[config.mk]
export PLATFORM = sky130hd
export DESIGN_NAME = adpll_loop_controller
export DESIGN_NICKNAME = d
export VERILOG_FILES = /design/src/rtl/adpll_pkg.sv /design/src/rtl/adpll_lock_detect.sv /design/src/rtl/adpll_loop_controller.sv
export SDC_FILE = /design/constraint.sdc
export NUM_CORES = 1
export LEC_CHECK = 0
export ABC_AREA = 1
export CORE_MARGIN = 2
export CORE_UTILIZATION = 40
export DETAILED_ROUTE_END_ITERATION = 7
export SLEW_MARGIN = 20
export SYNTH_ARGS = -nofsm -noshare
export SYNTH_HDL_FRONTEND = slang
export SYNTH_SLANG_ARGS = --single-unit
[constraint.sdc]
create_clock -name fpga_clk_i -period 3.2 [get_ports fpga_clk_i]
set_input_delay 0.32 -clock fpga_clk_i [delete_from_list [all_inputs] [get_ports fpga_clk_i]]
set_output_delay 0.32 -clock fpga_clk_i [all_outputs]
set_load 0.005 [all_outputs]
[src/rtl/adpll_pkg.sv]
// Shared ADPLL loop types and default gain/tolerance constants, used by the
// loop controller, the DCO and the phase-detector bench.
package adpll_pkg;

  typedef enum logic [1:0] {
    ST_IDLE     = 2'd0,
    ST_ACQUIRE  = 2'd1,
    ST_TRACK    = 2'd2,
    ST_HOLDOVER = 2'd3
  } adpll_state_t;

  localparam int ADPLL_ERR_W        = 8;
  localparam int ADPLL_TUNE_W       = 12;
  localparam int ADPLL_TUNE_INIT    = 2048;
  localparam int ADPLL_KP_SHL_ACQ   = 4;
  localparam int ADPLL_KI_SHL_ACQ   = 2;
  localparam int ADPLL_KP_SHL_TRK   = 2;
  localparam int ADPLL_KI_SHL_TRK   = 0;
  localparam int ADPLL_LOCK_TOL     = 1;
  localparam int ADPLL_UNLOCK_TOL   = 4;
  localparam int ADPLL_LOCK_COUNT   = 8;
  localparam int ADPLL_UNLOCK_COUNT = 4;
  localparam int ADPLL_TIMEOUT      = 1024;

endpackage

[src/rtl/adpll_lock_detect.sv]
// Consecutive-sample lock/unlock qualification; hit pulses are combinational
// so the FSM changes state on the same edge that accepts the deciding sample.
module adpll_lock_detect
  import adpll_pkg::*;
#(
  parameter int ERR_W        = ADPLL_ERR_W,
  parameter int LOCK_TOL     = ADPLL_LOCK_TOL,
  parameter int UNLOCK_TOL   = ADPLL_UNLOCK_TOL,
  parameter int LOCK_COUNT   = ADPLL_LOCK_COUNT,
  parameter int UNLOCK_COUNT = ADPLL_UNLOCK_COUNT
) (
  input  logic                    clk,
  input  logic                    rst_n,
  input  logic                    clear,
  input  logic                    acq_sample,
  input  logic                    trk_sample,
  input  logic signed [ERR_W-1:0] err,
  output logic                    lock_hit,
  output logic                    unlock_hit
);

  localparam int LCW = $clog2(LOCK_COUNT + 1);
  localparam int UCW = $clog2(UNLOCK_COUNT + 1);
  localparam logic signed [ERR_W-1:0] ERR_MIN = {1'b1, {(ERR_W-1){1'b0}}};

  logic [ERR_W-1:0] abs_err;
  logic             in_lock_tol;
  logic             out_unlock_tol;
  logic [LCW-1:0]   lock_cnt;
  logic [UCW-1:0]   unlock_cnt;

  // Most-negative error saturates to the largest positive magnitude.
  always_comb begin
    if (err == ERR_MIN) begin
      abs_err = {1'b0, {(ERR_W-1){1'b1}}};
    end else if (err < 0) begin
      abs_err = $unsigned(-err);
    end else begin
      abs_err = $unsigned(err);
    end
    in_lock_tol    = abs_err <= ERR_W'(LOCK_TOL);
    out_unlock_tol = abs_err > ERR_W'(UNLOCK_TOL);
    lock_hit       = acq_sample && in_lock_tol && (lock_cnt == LCW'(LOCK_COUNT - 1));
    unlock_hit     = trk_sample && out_unlock_tol && (unlock_cnt == UCW'(UNLOCK_COUNT - 1));
  end

  always_ff @(posedge clk or negedge rst_n) begin
    if (!rst_n) begin
      lock_cnt   <= '0;
      unlock_cnt <= '0;
    end else if (clear || lock_hit || unlock_hit) begin
      lock_cnt   <= '0;
      unlock_cnt <= '0;
    end else begin
      if (acq_sample) lock_cnt <= in_lock_tol ? lock_cnt + 1'b1 : '0;
      if (trk_sample) unlock_cnt <= out_unlock_tol ? unlock_cnt + 1'b1 : '0;
    end
  end

endmodule

[src/rtl/adpll_loop_controller.sv]
// ADPLL PI loop filter and lock sequencer: two-stage filter pipeline feeding the
// DCO tuning word, with idle/acquire/track/holdover control.
module adpll_loop_controller
  import adpll_pkg::*;
#(
  parameter int ERR_W        = ADPLL_ERR_W,
  parameter int TUNE_W       = ADPLL_TUNE_W,
  parameter int TUNE_INIT    = ADPLL_TUNE_INIT,
  parameter int KP_SHL_ACQ   = ADPLL_KP_SHL_ACQ,
  parameter int KI_SHL_ACQ   = ADPLL_KI_SHL_ACQ,
  parameter int KP_SHL_TRK   = ADPLL_KP_SHL_TRK,
  parameter int KI_SHL_TRK   = ADPLL_KI_SHL_TRK,
  parameter int LOCK_TOL     = ADPLL_LOCK_TOL,
  parameter int UNLOCK_TOL   = ADPLL_UNLOCK_TOL,
  parameter int LOCK_COUNT   = ADPLL_LOCK_COUNT,
  parameter int UNLOCK_COUNT = ADPLL_UNLOCK_COUNT,
  parameter int TIMEOUT      = ADPLL_TIMEOUT
) (
  input  logic                    fpga_clk_i,
  input  logic                    reset_n_i,
  input  logic                    enable_i,
  input  logic                    pd_valid_i,
  input  logic signed [ERR_W-1:0] pd_error_i,
  output logic [TUNE_W-1:0]       dco_tune_o,
  output logic                    tune_valid_o,
  output logic                    locked_o,
  output logic [1:0]              state_o
);

  localparam int SW  = TUNE_W + 4;
  localparam int TCW = $clog2(TIMEOUT + 1);
  localparam logic signed [SW-1:0] INTEG_MAX = SW'((1 << (TUNE_W - 1)) - 1);
  localparam logic signed [SW-1:0] INTEG_MIN = SW'(-(1 << (TUNE_W - 1)));
  localparam logic signed [SW-1:0] TUNE_MAX  = SW'((1 << TUNE_W) - 1);
  localparam logic signed [SW-1:0] TUNE_BASE = SW'(TUNE_INIT);

  adpll_state_t             state;
  logic signed [TUNE_W-1:0] integ;
  logic signed [SW-1:0]     p_term;
  logic                     s1_valid;
  logic [TCW-1:0]           idle_cnt;

  logic                     active, in_acq, accept, timeout;
  logic                     lock_hit, unlock_hit, ld_clear;
  logic signed [SW-1:0]     err_ext, integ_sum, p_next, tune_sum;
  logic signed [TUNE_W-1:0] integ_next;
  logic [TUNE_W-1:0]        tune_next;

  always_comb begin
    active   = (state == ST_ACQUIRE) || (state == ST_TRACK);
    in_acq   = (state == ST_ACQUIRE);
    accept   = enable_i && pd_valid_i && active;
    timeout  = active && !pd_valid_i && (idle_cnt == TCW'(TIMEOUT - 1));
    ld_clear = !enable_i || !active || timeout;

    // Gains follow the state the sample arrives in, even if it triggers a change.
    err_ext   = SW'(pd_error_i);
    integ_sum = SW'(integ) + (in_acq ? (err_ext <<< KI_SHL_ACQ) : (err_ext <<< KI_SHL_TRK));
    p_next    = in_acq ? (err_ext <<< KP_SHL_ACQ) : (err_ext <<< KP_SHL_TRK);
    if (integ_sum > INTEG_MAX)      integ_next = TUNE_W'(INTEG_MAX);
    else if (integ_sum < INTEG_MIN) integ_next = TUNE_W'(INTEG_MIN);
    else                            integ_next = TUNE_W'(integ_sum);

    tune_sum = TUNE_BASE + SW'(integ) + p_term;
    if (tune_sum < 0)             tune_next = '0;
    else if (tune_sum > TUNE_MAX) tune_next = '1;
    else                          tune_next = TUNE_W'(tune_sum);
  end

  adpll_lock_detect #(
    .ERR_W       (ERR_W),
    .LOCK_TOL    (LOCK_TOL),
    .UNLOCK_TOL  (UNLOCK_TOL),
    .LOCK_COUNT  (LOCK_COUNT),
    .UNLOCK_COUNT(UNLOCK_COUNT)
  ) u_lock_detect (
    .clk       (fpga_clk_i),
    .rst_n     (reset_n_i),
    .clear     (ld_clear),
    .acq_sample(accept && in_acq),
    .trk_sample(accept && !in_acq),
    .err       (pd_error_i),
    .lock_hit  (lock_hit),
    .unlock_hit(unlock_hit)
  );

  always_ff @(posedge fpga_clk_i or negedge reset_n_i) begin
    if (!reset_n_i) begin
      state        <= ST_IDLE;
      locked_o     <= 1'b0;
      dco_tune_o   <= TUNE_W'(TUNE_INIT);
      tune_valid_o <= 1'b0;
      s1_valid     <= 1'b0;
      integ        <= '0;
      p_term       <= '0;
      idle_cnt     <= '0;
    end else if (!enable_i) begin
      // Disable squashes any in-flight stage-1 result as well.
      state        <= ST_IDLE;
      locked_o     <= 1'b0;
      dco_tune_o   <= TUNE_W'(TUNE_INIT);
      tune_valid_o <= 1'b0;
      s1_valid     <= 1'b0;
      integ        <= '0;
      p_term       <= '0;
      idle_cnt     <= '0;
    end else begin
      s1_valid <= accept;
      if (accept) begin
        integ  <= integ_next;
        p_term <= p_next;
      end
      tune_valid_o <= s1_valid;
      if (s1_valid) dco_tune_o <= tune_next;
      idle_cnt <= (!active || pd_valid_i || timeout) ? '0 : idle_cnt + 1'b1;

      case (state)
        ST_IDLE: state <= ST_ACQUIRE;
        ST_ACQUIRE: begin
          if (timeout) begin
            state <= ST_HOLDOVER;
          end else if (lock_hit) begin
            state    <= ST_TRACK;
            locked_o <= 1'b1;
          end
        end
        ST_TRACK: begin
          if (timeout) begin
            state    <= ST_HOLDOVER;
            locked_o <= 1'b0;
          end else if (unlock_hit) begin
            state    <= ST_ACQUIRE;
            locked_o <= 1'b0;
          end
        end
        ST_HOLDOVER: if (pd_valid_i) state <= ST_ACQUIRE;
      endcase
    end
  end

  assign state_o = state;

endmodule

---- Yosys cells after proc, flatten, opt, wreduce, memory -nomap -nowiden ----
Index checks and enable logic that the tools add are counted.
storage, ports and cells
  bits in registers ....................... 63
  bits of input ports ..................... 12
operators by class
  multiplexer cells ....................... 37
  reductions and logical operators ........ 26
  add/sub/neg operators ................... 7
  $lt $le $gt $ge ......................... 7
  eq/ne operators ......................... 15
operators with widths
  operator                                                         count
  2-to-1 mux 12 bit                                                8
  2-to-1 mux 11 bit                                                3
  2-to-1 mux 16 bit                                                2
  adder 14 x 16 -> 16 bit                                          1
  greater-than comparator 16 x 13 -> 1 bit, second input constant  1
  < comparator 16 x 1 -> 1 bit, second input constant              1
  2-to-1 mux 8 bit                                                 2
  adder 13 x 12 -> 14 bit, first input constant                    1
  adder 12 x 10 -> 13 bit                                          1
  greater-than comparator 13 x 12 -> 1 bit, second input constant  1
  < comparator 13 x 12 -> 1 bit, second input constant             1
  2-to-1 mux 2 bit                                                 6
  2-to-1 mux 4 bit                                                 3
  adder 11 x 1 -> 11 bit, second input constant                    1
  == test 11 x 10 -> 1 bit, second input constant                  1
  logical AND 1 bit                                                10
  2-to-1 mux 3 bit                                                 3
  2-to-1 mux 9 bit                                                 1
  == test 8 bit, second input constant                             1
  greater-than comparator 8 x 3 -> 1 bit, second input constant    1
  <= comparator 8 x 1 -> 1 bit, second input constant              1
  < comparator 8 x 1 -> 1 bit, second input constant               1
  negator 8 bit                                                    1
  case mux 2 bit (4 select lines)                                  1
  other kinds (20)                                                 39

---- Longest topological paths before layout ----
Gate-level depths: netlist of the first run.
  depth in word-level cells ............... 10
  gate-level depth with buffers ........... 16
  gate-level depth less buffers ........... 16

---- Modules after synthesis ----
Synthesis of the first run repeated with hierarchy kept, for this count alone.
second synthesis, totals
  cells, all modules ...................... 637
  area, all modules ....................... 4500.6 µm²
modules (own cells, without submodules)
  module                 seq. area each (µm²)  cells each  area an instance (µm²)  times used
  adpll_loop_controller  1252.5                537         3811.2                  1
  adpll_lock_detect      175.2                 100         689.4                   1

---- Least setup slack after synthesis of the first run ----
Ideal clock, no wire load.
  kind .................................... reg2reg
  start point ............................. reg state[1], in the netlist state_o[1]
  end point ............................... reg integ[0]
  stages on the path, launching flop included .. 15
  arrival ................................. 2.477 ns
  path slack .............................. 0.658 ns
  period minus slack after synthesis ...... 2.542 ns
  data required time ...................... 3.134 ns
  library setup time ...................... 0.066 ns
  cell sequence ........................... dfrtp_1 inv_1 ha_1 clkbuf_1 o21ai_0 ha_1 a21oi_1 o21ai_0 nand2_1 nand3_1 xor2_1 inv_1 a21oi_1 nand2_1 nand2_1
between the ends
  longest elaborated chain between the ends .. 8
RTL lines
  item                           line                                                      source
  from (decl)                    adpll_loop_controller.sv:37                               adpll_state_t state;
  from (signal assigned)         adpll_loop_controller.sv:89                               state <= ST_IDLE;
  from (signal assigned)         adpll_loop_controller.sv:99                               state <= ST_IDLE;
  from (signal assigned)         adpll_loop_controller.sv:118                              ST_IDLE: state <= ST_ACQUIRE;
  == test 2 x 1 -> 1 bit         adpll_loop_controller.sv:50, adpll_loop_controller.sv:51
  2-to-1 mux 9 bit               adpll_loop_controller.sv:58                               integ_sum = SW'(integ) + (in_acq ? (err_ext <<< KI_SHL_ACQ) : (err_ext <<< KI_SHL_TRK));
  adder 12 x 10 -> 13 bit        adpll_loop_controller.sv:58
  < comparator 13 x 12 -> 1 bit  adpll_loop_controller.sv:61                               else if (integ_sum < INTEG_MIN) integ_next = TUNE_W'(INTEG_MIN);
  2-to-1 mux 12 bit              adpll_loop_controller.sv:61
  2-to-1 mux 12 bit              adpll_loop_controller.sv:60                               if (integ_sum > INTEG_MAX) integ_next = TUNE_W'(INTEG_MAX);
  2-to-1 mux 12 bit              adpll_loop_controller.sv:109                              if (accept) begin
  2-to-1 mux 12 bit              adpll_loop_controller.sv:97                               end else if (!enable_i) begin
  to (signal assigned)           adpll_loop_controller.sv:110                              integ <= integ_next;
  to (decl)                      adpll_loop_controller.sv:38                               logic signed [TUNE_W-1:0] integ;
Parallel ways exist; a longest one is shown, timed or not. The select of a mux whose other input is x is not followed.
A chain may end at the register's enable or synchronous reset.

---- Final worst setup path of the first run ----
Same ends and word-level chain as after synthesis.

==> impl_metrics.env, run 1 <==
export IMPL_share_clk_of_total_power=0.212
export IMPL_criticalPathCategory="flip-flop to flip-flop"
export IMPL_power_report_internal_total_w=0.001946
export IMPL_tritoncts_num_buffers=9
export IMPL_layout_commonest_cell="nand2_1"
export IMPL_buffer_type_at_the_clock_tree_root="clkbuf_8"
export IMPL_post_synth_top_area_fraction=0.3384
export IMPL_routed_via_density=4.941
export IMPL_synthFlopType="dfrtp_1"
export IMPL_grt_overflow_total=0
export IMPL_async_reset_ff_frac=1.000
export IMPL_floorplan_io_pins=28
export IMPL_power_share_sequential=0.290
export IMPL_synth_fp_nets=612
export IMPL_dp_hpwl_mm=7.795
export IMPL_hold_depth=2
export IMPL_count_of_yosys_warnings_during_synthesis=0
export IMPL_finalHoldViolCount=0
export IMPL_initial_core_util=0.4066
export IMPL_outcome="finished, final reports clean"
export IMPL_fin_nets=649
export IMPL_final_period_utilization=0.8909
export IMPL_hold_class="flip-flop to flip-flop"
export IMPL_synthesis_area_um2=4141
export IMPL_clock_path_buffers=2
export IMPL_maximum_number_of_pins_on_one_net_before_global_route_repair=25
export IMPL_ir_worst_vdd_v=0.0002601
export IMPL_setup_viol=0
export IMPL_worst_hold_path_endpoint="dco_tune_o[11]"
export IMPL_cp_startpoint_kind="flip-flop"
export IMPL_placed_cell_area_um2=4584
export IMPL_power_density_nw_per_um2=708.9
export IMPL_grt_pass1_wl_mm=16.64
export IMPL_edff_count_synth=0
export IMPL_endpoint_kind="flip-flop"
export IMPL_num_antenna_cells=0
export IMPL_placeableCoreArea_um2=10180
export IMPL_insertion_delay_ps=340
export IMPL_syn_inst=556
export IMPL_worst_r2r_endpoint="integ[0]"
export IMPL_gpl_final_weighted_congestion=0.8829
export IMPL_timing_hold_worst_start="dco_tune_o[11]"
export IMPL_height_of_the_die_um=105.8
export IMPL_critical_path_reg2reg_startpoint="state_o[1]"
export IMPL_timing_fmax_ghz=0.3508
export IMPL_number_of_global_route_vias_before_repair=3449
export IMPL_die_width_um=105.8
export IMPL_grt_antenna_before_repair=0
export IMPL_cts_sink_count=57
export IMPL_antenna_left=0
export IMPL_multi_input_area_um2=2427
export IMPL_p_sw_w=0.001465
export IMPL_final_layout_size_suffix_gt1_frac=0.05853
export IMPL_most_common_layout_cells="150 x nand2_1, 67 x nand3_1, 62 x inv_1"
export IMPL_vias=3627
export IMPL_setup_repair_after_global_routing_missed_its_margin="false"
export IMPL_required_ps=3470
export IMPL_htree_levels=3
export IMPL_post_synth_cell_area_avg_um2=7.449
export IMPL_critical_path_max_fanout=12
export IMPL_detailedRoute_firstIterationViolations=254
export IMPL_critPathArrivalTime_ps=3120
export IMPL_die_area_um2=11180
export IMPL_p_leak_nw=2.572
export IMPL_finalClockSkew_ps=12.06
export IMPL_relSlewSlack=0.4862
export IMPL_drc=0
export IMPL_cts_tree="yes"
export IMPL_num_rows=37
export IMPL_synthDominantAreaCellType="dfrtp_1"
export IMPL_report_final_slew_viol_count=0
export IMPL_yosys_top_cells_area="dfrtp_1 34%, nand2_1 14%, ha_1 13%"
export IMPL_nFillCells=1032
export IMPL_path_clk_slew_ps=80
export IMPL_timing_reg2reg_worst_path_depth=13
export IMPL_worst_pin_slew_ps=767.9
export IMPL_register_area_um2=1428
export IMPL_final_min_clock_period_ps=2851
export IMPL_yosysSeqAreaShare=0.3447
export IMPL_combinational_share_of_power=0.498
export IMPL_cap_viol_max_count=0
export IMPL_setup_tns_final_ps=0
export IMPL_route_detailed_wl_per_inst_um=13.33
export IMPL_reg_to_reg_slack_setup_ps=350
export IMPL_flow_area_growth_from_synthesis_pct=16.19
export IMPL_post_cts_repair_setup_buffers=0
export IMPL_yosysUniqueCellTypes=30
export IMPL_layout_cell_area_non_filler_um2=4812
export IMPL_synth_ff_latch_count=57
export IMPL_post_route_hold_slack_ps=467.6
export IMPL_track_usage=0.1885
export IMPL_netSwitchingFraction=0.4296
export IMPL_dr_pass1_iters=4
export IMPL_drt_wl_total_mm=9.786
export IMPL_portBuffers=27
-- per-layer routing --
metal  part of all wire  wire, um  vias to the layer above  track usage
li1                   -         -                     1893            -
met1               0.48      4649                     1669       0.2499
met2               0.48      4698                       55       0.3207
met3              0.031       305                       10      0.03216
met4              0.014       133                        0      0.04511
met5                  0         0                        -            0
-- final cells by class --
class | instances | area share
Sequential cell | 57 | 0.2967
Multi-Input combinational cell | 425 | 0.5044
Tap cell | 136 | 0.03536
Inverter | 65 | 0.05070
Clock buffer | 12 | 0.03432
Clock inverter | 4 | 0.01040
Timing Repair Buffer | 35 | 0.06812
-- cell families (layout without fill, tap and decap cells) --
group	after synthesis	after routing	synth area share
AO/OA/AOI/OAI	62	62	0.08610
XOR/XNOR	26	26	0.05499
flip-flops	57	57	0.3447
adder cells (fa/ha/maj)	44	44	0.1366
multiplexers	1	1	0.002417
AND/OR/NAND/NOR	292	292	0.3054
buffers and inverters	74	116	0.06979
-- power by group through the flow --
stage | Combinational (W) | Clock, W | Sequential, W
6_report | 0.00170 | 0.000724 | 0.000990
5_1_grt | 0.00195 | 0.000775 | 0.00101
4_1_cts | 0.00170 | 0.000744 | 0.000991
3_5_place_dp | 0.00168 | 0 | 0.00100
3_3_place_gp | 0.00169 | 0 | 0.00100
2_1_floorplan | 0.00124 | 0 | 0.000967
-- synth_stat cells (5+ instances only) --
| cell | instances |
|---|---|
| xnor2_1 | 7 |
| nand2_1 | 150 |
| a21oi_1 | 26 |
| a22o_1 | 9 |
| dfrtp_1 | 56 |
| clkbuf_1 | 5 |
| ha_1 | 42 |
| inv_1 | 62 |
| nor2_1 | 52 |
| nand4_1 | 9 |
| xor2_1 | 19 |
| nand3_1 | 67 |
| o21ai_0 | 20 |
-- worst max-delay path by stage --
stage / from / end / slack [ps] / cells after the start
after detailed placement: pd_error_i[5] / integ[0] / 210 / 13
final: state_o[1] / integ[0] / 350 / 13
after CTS: state_o[1] / integ[0] / 210 / 14
after global placement: pd_error_i[5] / integ[1] / 170 / 13
after global routing: state_o[1] / integ[0] / 90 / 13
after floorplan: state_o[1] / integ[0] / 660 / 14
-- state kept, by name, indices dropped and copies added, names as in the netlist --
name	count
u_lock_detect.unlock_cnt	3
u_lock_detect.lock_cnt	4
p_term	10
idle_cnt	11
tune_valid_o	1
state_o	2
s1_valid	1
dco_tune_o	12
integ	12
locked_o	1
-- worst max-delay path: stages, from the launching register on --
cell,delay (ps)
dfrtp_1,430
inv_1,100
ha_2,300
o21ai_0,280
ha_1,410
nand2_1,80
o21ai_0,240
nand2_1,80
nand3_1,100
xor2_1,230
inv_1,80
a21oi_1,270
nand2_1,110
nand2_1,80
-- per-stage QoR --
stage | worst slack [ps] | utilization | total power, W | instances
after floorplan | 657.5 | - | 0.002208 | 556
after global placement | 170.9 | 0.4501 | 0.002691 | 717
after detailed placement | 206.8 | 0.4501 | 0.002682 | 717
after CTS | 209.2 | 0.4722 | 0.003435 | 734
after global routing | 87.58 | 0.4725 | 0.003734 | 734
final | 349.3 | 0.4725 | 0.003411 | 734
-- what timing repair did --
item / 4_1_cts / 5_1_grt
endpoints found under the hold margin: 22 / 0
hold buffers: 1 / 0
gates resized for setup: 0 / 2
endpoints found under the setup margin: 0 / 11
Note: power is estimated with default switching activity, not from simulation.
==> inputs of run 2 (changes only) <==
- GPL_TIMING_DRIVEN: default -> 0
- SLEW_MARGIN: 20 -> default
==> run 2 against run 1 <==
  * Die area unchanged
  * Routed wire length down 3.9%
  * Non-clock buffer count up 3
  * Power up 6.4%
  * Sequential share of layout area down 0.57 points
  * Setup slack worse by 20 ps
  * Critical endpoint is now integ[10]
==> impl_metrics.env, run 2 (synthesis gave the netlist of run 1 again) <==
export IMPL_grt_overflow_total=0
export IMPL_most_common_layout_cells="149 x nand2_1, 67 x nand3_1, 62 x inv_1"
export IMPL_final_layout_size_suffix_gt1_frac=0.05990
export IMPL_path_clk_slew_ps=70
export IMPL_initial_core_util=0.4066
export IMPL_nFillCells=987
export IMPL_final_min_clock_period_ps=2870
export IMPL_drt_wl_total_mm=9.406
export IMPL_placeableCoreArea_um2=10180
export IMPL_p_leak_nw=2.614
export IMPL_vias=3642
export IMPL_clock_path_buffers=2
export IMPL_critical_path_n_buffers_inverters=2
export IMPL_finalClockSkew_ps=9.570
export IMPL_routed_via_density=4.942
export IMPL_final_period_utilization=0.8970
export IMPL_setup_viol=0
export IMPL_floorplan_io_pins=28
export IMPL_cts_sink_count=57
export IMPL_grt_pass1_wl_mm=16.26
export IMPL_report_final_slew_viol_count=0
export IMPL_insertion_delay_ps=340
export IMPL_maximum_number_of_pins_on_one_net_before_global_route_repair=36
export IMPL_cts_tree="yes"
export IMPL_crit_top_cell="nand2_1"
export IMPL_hold_class="flip-flop to flip-flop"
export IMPL_dr_pass1_iters=5
export IMPL_timing_critical_path_max_delay_family="simple AND/OR/NAND/NOR gates"
export IMPL_crit_path_max_incr_delay_ps=460
export IMPL_detailedRoute_firstIterationViolations=240
export IMPL_critPathArrivalTime_ps=3080
export IMPL_height_of_the_die_um=105.8
export IMPL_portBuffers=27
export IMPL_buffer_type_at_the_clock_tree_root="clkbuf_8"
export IMPL_grt_antenna_before_repair=0
export IMPL_outcome="finished, final reports clean"
export IMPL_drc=0
export IMPL_track_usage=0.1799
export IMPL_reg_to_reg_slack_setup_ps=330
export IMPL_critical_path_max_fanout=10
export IMPL_setup_tns_final_ps=0
export IMPL_worst_r2r_endpoint="integ[10]"
export IMPL_critical_path_reg2reg_startpoint="state_o[0]"
export IMPL_num_rows=37
export IMPL_htree_levels=3
export IMPL_die_area_um2=11180
export IMPL_layout_commonest_cell="nand2_1"
export IMPL_route_detailed_wl_per_inst_um=12.76
export IMPL_biggestRegsByFlops="dco_tune_o (12), integ (12), idle_cnt (11)"
export IMPL_tritoncts_num_buffers=9
export IMPL_endpoint_kind="flip-flop"
export IMPL_die_width_um=105.8
export IMPL_timing_reg2reg_worst_path_depth=14
export IMPL_required_ps=3410
export IMPL_hold_depth=2
export IMPL_setup_repair_after_global_routing_missed_its_margin="false"
export IMPL_antenna_left=0
export IMPL_flow_area_growth_from_synthesis_pct=18.46
export IMPL_multi_input_area_um2=2446
export IMPL_timing_hold_worst_start="dco_tune_o[11]"
export IMPL_finalHoldViolCount=0
export IMPL_number_of_global_route_vias_before_repair=3468
export IMPL_post_route_hold_slack_ps=473.3
export IMPL_fin_nets=652
export IMPL_dp_hpwl_mm=7.406
export IMPL_num_antenna_cells=0
export IMPL_cpMaxStageDelayCell="dfrtp_1"
export IMPL_cp_startpoint_kind="flip-flop"
export IMPL_path_cells="ha_1 > clkbuf_2 > o21ai_1 > ha_1 > a21oi_1 > nand2_1 > nand2_1 > nand3_1 > nand2_1 > nand2_1 > inv_1 > nand2_2 > nand3_1 > nand3_1"
export IMPL_power_density_nw_per_um2=739.6
export IMPL_worst_pin_slew_ps=553.7
export IMPL_ir_worst_vdd_v=0.0002238
export IMPL_relSlewSlack=0.6309
export IMPL_timing_fmax_ghz=0.3484
export IMPL_cap_viol_max_count=0
export IMPL_criticalPathCategory="flip-flop to flip-flop"
export IMPL_register_area_um2=1428
export IMPL_gpl_final_weighted_congestion=0.8560
export IMPL_worst_hold_path_endpoint="dco_tune_o[11]"
## run 2: area by class of cell
class / instances / area share
plain buffers: 9 / 0.009436
clock buffers: 11 / 0.03086
clock inverters: 5 / 0.02550
inverters: 65 / 0.04973
multi-input cells: 425 / 0.4986
flip-flops and latches: 57 / 0.2910
well taps: 136 / 0.03468
repair buffers: 29 / 0.06019
## run 2: worst max-delay path by stage
stage | startpoint | end | slack, ps | cells after the start
2_1_floorplan | state_o[1] | integ[0] | 660 | 14
3_3_place_gp | pd_error_i[7] | integ[4] | -80 | 13
3_5_place_dp | pd_error_i[7] | integ[3] | -110 | 13
4_1_cts | state_o[1] | integ[3] | 60 | 14
5_1_grt | state_o[1] | integ[9] | 20 | 13
6_report | state_o[0] | integ[10] | 330 | 14
## run 2: metal layers
layer	routed length [um]	global-route usage
met2	4440	0.2871
met1	4515	0.2438
met3	361	0.03587
met4	88	0.06203
met5	0	0
## run 2: report_power, final
part           internal [W]  switching (W)
combinational      0.000665        0.00103
sequential         0.000861       0.000135
clock              0.000638       0.000302
## run 2: what timing repair did
action                     CTS  global route
hold buffers                 1             0
setup buffers                0             0
hold endpoints to repair    22             0
setup endpoints to repair    0            11
resized for setup            0             7
## run 2: worst min-delay path: stages, from the launching register on
cell and delay, ps:
dfstp_2 370, nand2_1 50, nand2_1 50
## run 2: per-stage QoR
step                      instances    util  worst slack, ps  power, W  instance area (um^2)
final                           737  0.4817            329.5  0.003628                  4906
after global routing            737  0.4817            21.15  0.003952                  4906
after CTS                       737  0.4795            61.18  0.003623                  4883
after detailed placement        720  0.4514           -112.9  0.002663                  4597
after global placement          719  0.4499           -81.74  0.002643                  4582
after floorplan                 556       -            657.5  0.002208                  4141
==> inputs of run 3 (changes only) <==
- CORE_UTILIZATION: 40 -> 65
- DONT_BUFFER_PORTS: default -> 1
- PLACE_DENSITY: default -> 0.81
==> run 3 against run 2 <==
  * Hold slack got worse by 340 ps
  * Clock-buffer cell count increased by 2
  * Power decreased by 12%
  * Via count increased by 0.99%
  * Die area decreased by 37%
  * Sequential share of layout area increased by 3.0 points
  * Setup slack got worse by 88 ps
  * Utilization increased by 23 points
  * Flip-flop and latch count unchanged
==> impl_metrics.env, run 3 (synthesis gave the netlist of run 1 again) <==
export IMPL_timing_fmax_ghz=0.3380
export IMPL_required_ps=3450
export IMPL_power_density_nw_per_um2=715.3
export IMPL_placeableCoreArea_um2=6241
export IMPL_nFillCells=506
export IMPL_multi_input_area_um2=2431
export IMPL_report_final_slew_viol_count=0
export IMPL_floorplan_io_pins=28
export IMPL_dr_pass1_iters=5
export IMPL_reg_to_reg_slack_setup_ps=240
export IMPL_die_area_um2=7026
export IMPL_cts_sink_count=57
export IMPL_most_common_layout_cells="150 x nand2_1, 67 x nand3_1, 62 x inv_1"
export IMPL_setup_tns_final_ps=0
export IMPL_grt_pass1_wl_mm=15.35
export IMPL_maximum_number_of_pins_on_one_net_before_global_route_repair=58
export IMPL_clock_path_buffers=2
export IMPL_grt_antenna_before_repair=0
export IMPL_cts_tree="yes"
export IMPL_height_of_the_die_um=83.82
export IMPL_setup_viol=0
export IMPL_final_period_utilization=0.9246
export IMPL_drc=0
export IMPL_cap_viol_max_count=0
export IMPL_dp_hpwl_mm=7.084
export IMPL_relSlewSlack=0.6720
export IMPL_critical_path_max_fanout=10
export IMPL_setup_repair_after_global_routing_missed_its_margin="false"
export IMPL_grt_overflow_total=0
export IMPL_gpl_final_weighted_congestion=0.9700
export IMPL_biggestRegsByFlops="dco_tune_o (12), integ (12), idle_cnt (11)"
export IMPL_finalHoldViolCount=0
export IMPL_num_antenna_cells=0
export IMPL_critPathArrivalTime_ps=3210
export IMPL_ir_worst_vdd_v=0.0004104
export IMPL_path_clk_slew_ps=70
export IMPL_routed_via_density=5.650
export IMPL_number_of_global_route_vias_before_repair=3513
export IMPL_num_rows=29
export IMPL_worst_pin_slew_ps=492.0
export IMPL_flow_area_growth_from_synthesis_pct=7.644
export IMPL_htree_levels=3
export IMPL_layout_commonest_cell="nand2_1"
export IMPL_finalClockSkew_ps=9.942
export IMPL_antenna_left=0
export IMPL_p_leak_nw=2.466
export IMPL_overall_power_after_layout_w=0.003189
export IMPL_final_layout_size_suffix_gt1_frac=0.05749
export IMPL_initial_core_util=0.6636
export IMPL_tritoncts_num_buffers=9
export IMPL_register_area_um2=1429
export IMPL_fin_nets=625
export IMPL_hold_class="input pin to flip-flop"
export IMPL_buffer_type_at_the_clock_tree_root="clkbuf_8"
export IMPL_outcome="finished, final reports clean"
export IMPL_detailedRoute_firstIterationViolations=192
export IMPL_cp_startpoint_kind="flip-flop"
export IMPL_vias=3678
export IMPL_die_width_um=83.82
export IMPL_drt_wl_total_mm=8.997
export IMPL_portBuffers=0
export IMPL_insertion_delay_ps=330
export IMPL_route_detailed_wl_per_inst_um=13.82
export IMPL_track_usage=0.2698
export IMPL_criticalPathCategory="flip-flop to flip-flop"
export IMPL_endpoint_kind="flip-flop"
export IMPL_final_min_clock_period_ps=2959
-- run 3: final timing paths --
kind                                 from              to  cells after the start
max                            state_o[0]        integ[5]                     13
min                              enable_i    tune_valid_o                      2
max reg2reg                    state_o[0]        integ[5]                     13
min reg2reg                dco_tune_o[11]  dco_tune_o[11]                      2
max in group asynchronous       reset_n_i  dco_tune_o[11]                      2
min in group asynchronous       reset_n_i    tune_valid_o                      2
-- run 3: area by class of cell --
type	count	share of cell area
multi-input combinational	425	0.5453
sequential	57	0.3205
inverter	65	0.05473
clock buffer	13	0.03564
tap	77	0.02161
buffer	9	0.01038
timing repair buffer	2	0.008420
clock inverter	3	0.003368
-- run 3: what timing repair did --
action	4_1_cts	5_1_grt
gates resized for setup	0	8
endpoints found under the hold margin	57	0
hold buffers	2	0
setup buffers	0	0
endpoints found under the setup margin	0	11
-- run 3: critical path, cell delays in order, from the launching register on --
cell and delay, ps:
dfrtp_1 500, ha_1 240, clkbuf_2 230, nor2_1 80, a21oi_1 280, ha_1 370
a21oi_1 190, o21a_1 140, nand3_1 80, xor2_1 250, inv_1 110, nand2_1 210
nand3_1 100, nand3_1 100
-- run 3: report_power, final --
part           switching, W  internal (W)  total, W
clock network      0.000270      0.000320  0.000589
registers          0.000142      0.000863   0.00100
logic               0.00101      0.000584   0.00160
total               0.00142       0.00177   0.00319
-- run 3: stage by stage --
stage | hold WS [ps] | std cells | utilization | setup slack, ps | instance area [um^2]
global placement | 25.46 | 633 | 0.6790 | 155.7 | 4238
finish | 136.8 | 651 | 0.7143 | 241.3 | 4458
global route | 135.6 | 651 | 0.7143 | 2.111 | 4458
detailed placement | 25.51 | 633 | 0.6790 | 80.38 | 4238
CTS | 125.3 | 651 | 0.7129 | 14.31 | 4449
floorplan | 24.41 | 556 | - | 657.5 | 4141
-- run 3: routing by layer --
metal,vias up,track usage,part of all wire
met2,101,0.4669,0.49
li1,1848,-,-
met5,-,0,0
met4,0,0.09677,0.023
met3,16,0.04352,0.040
met1,1713,0.3412,0.45
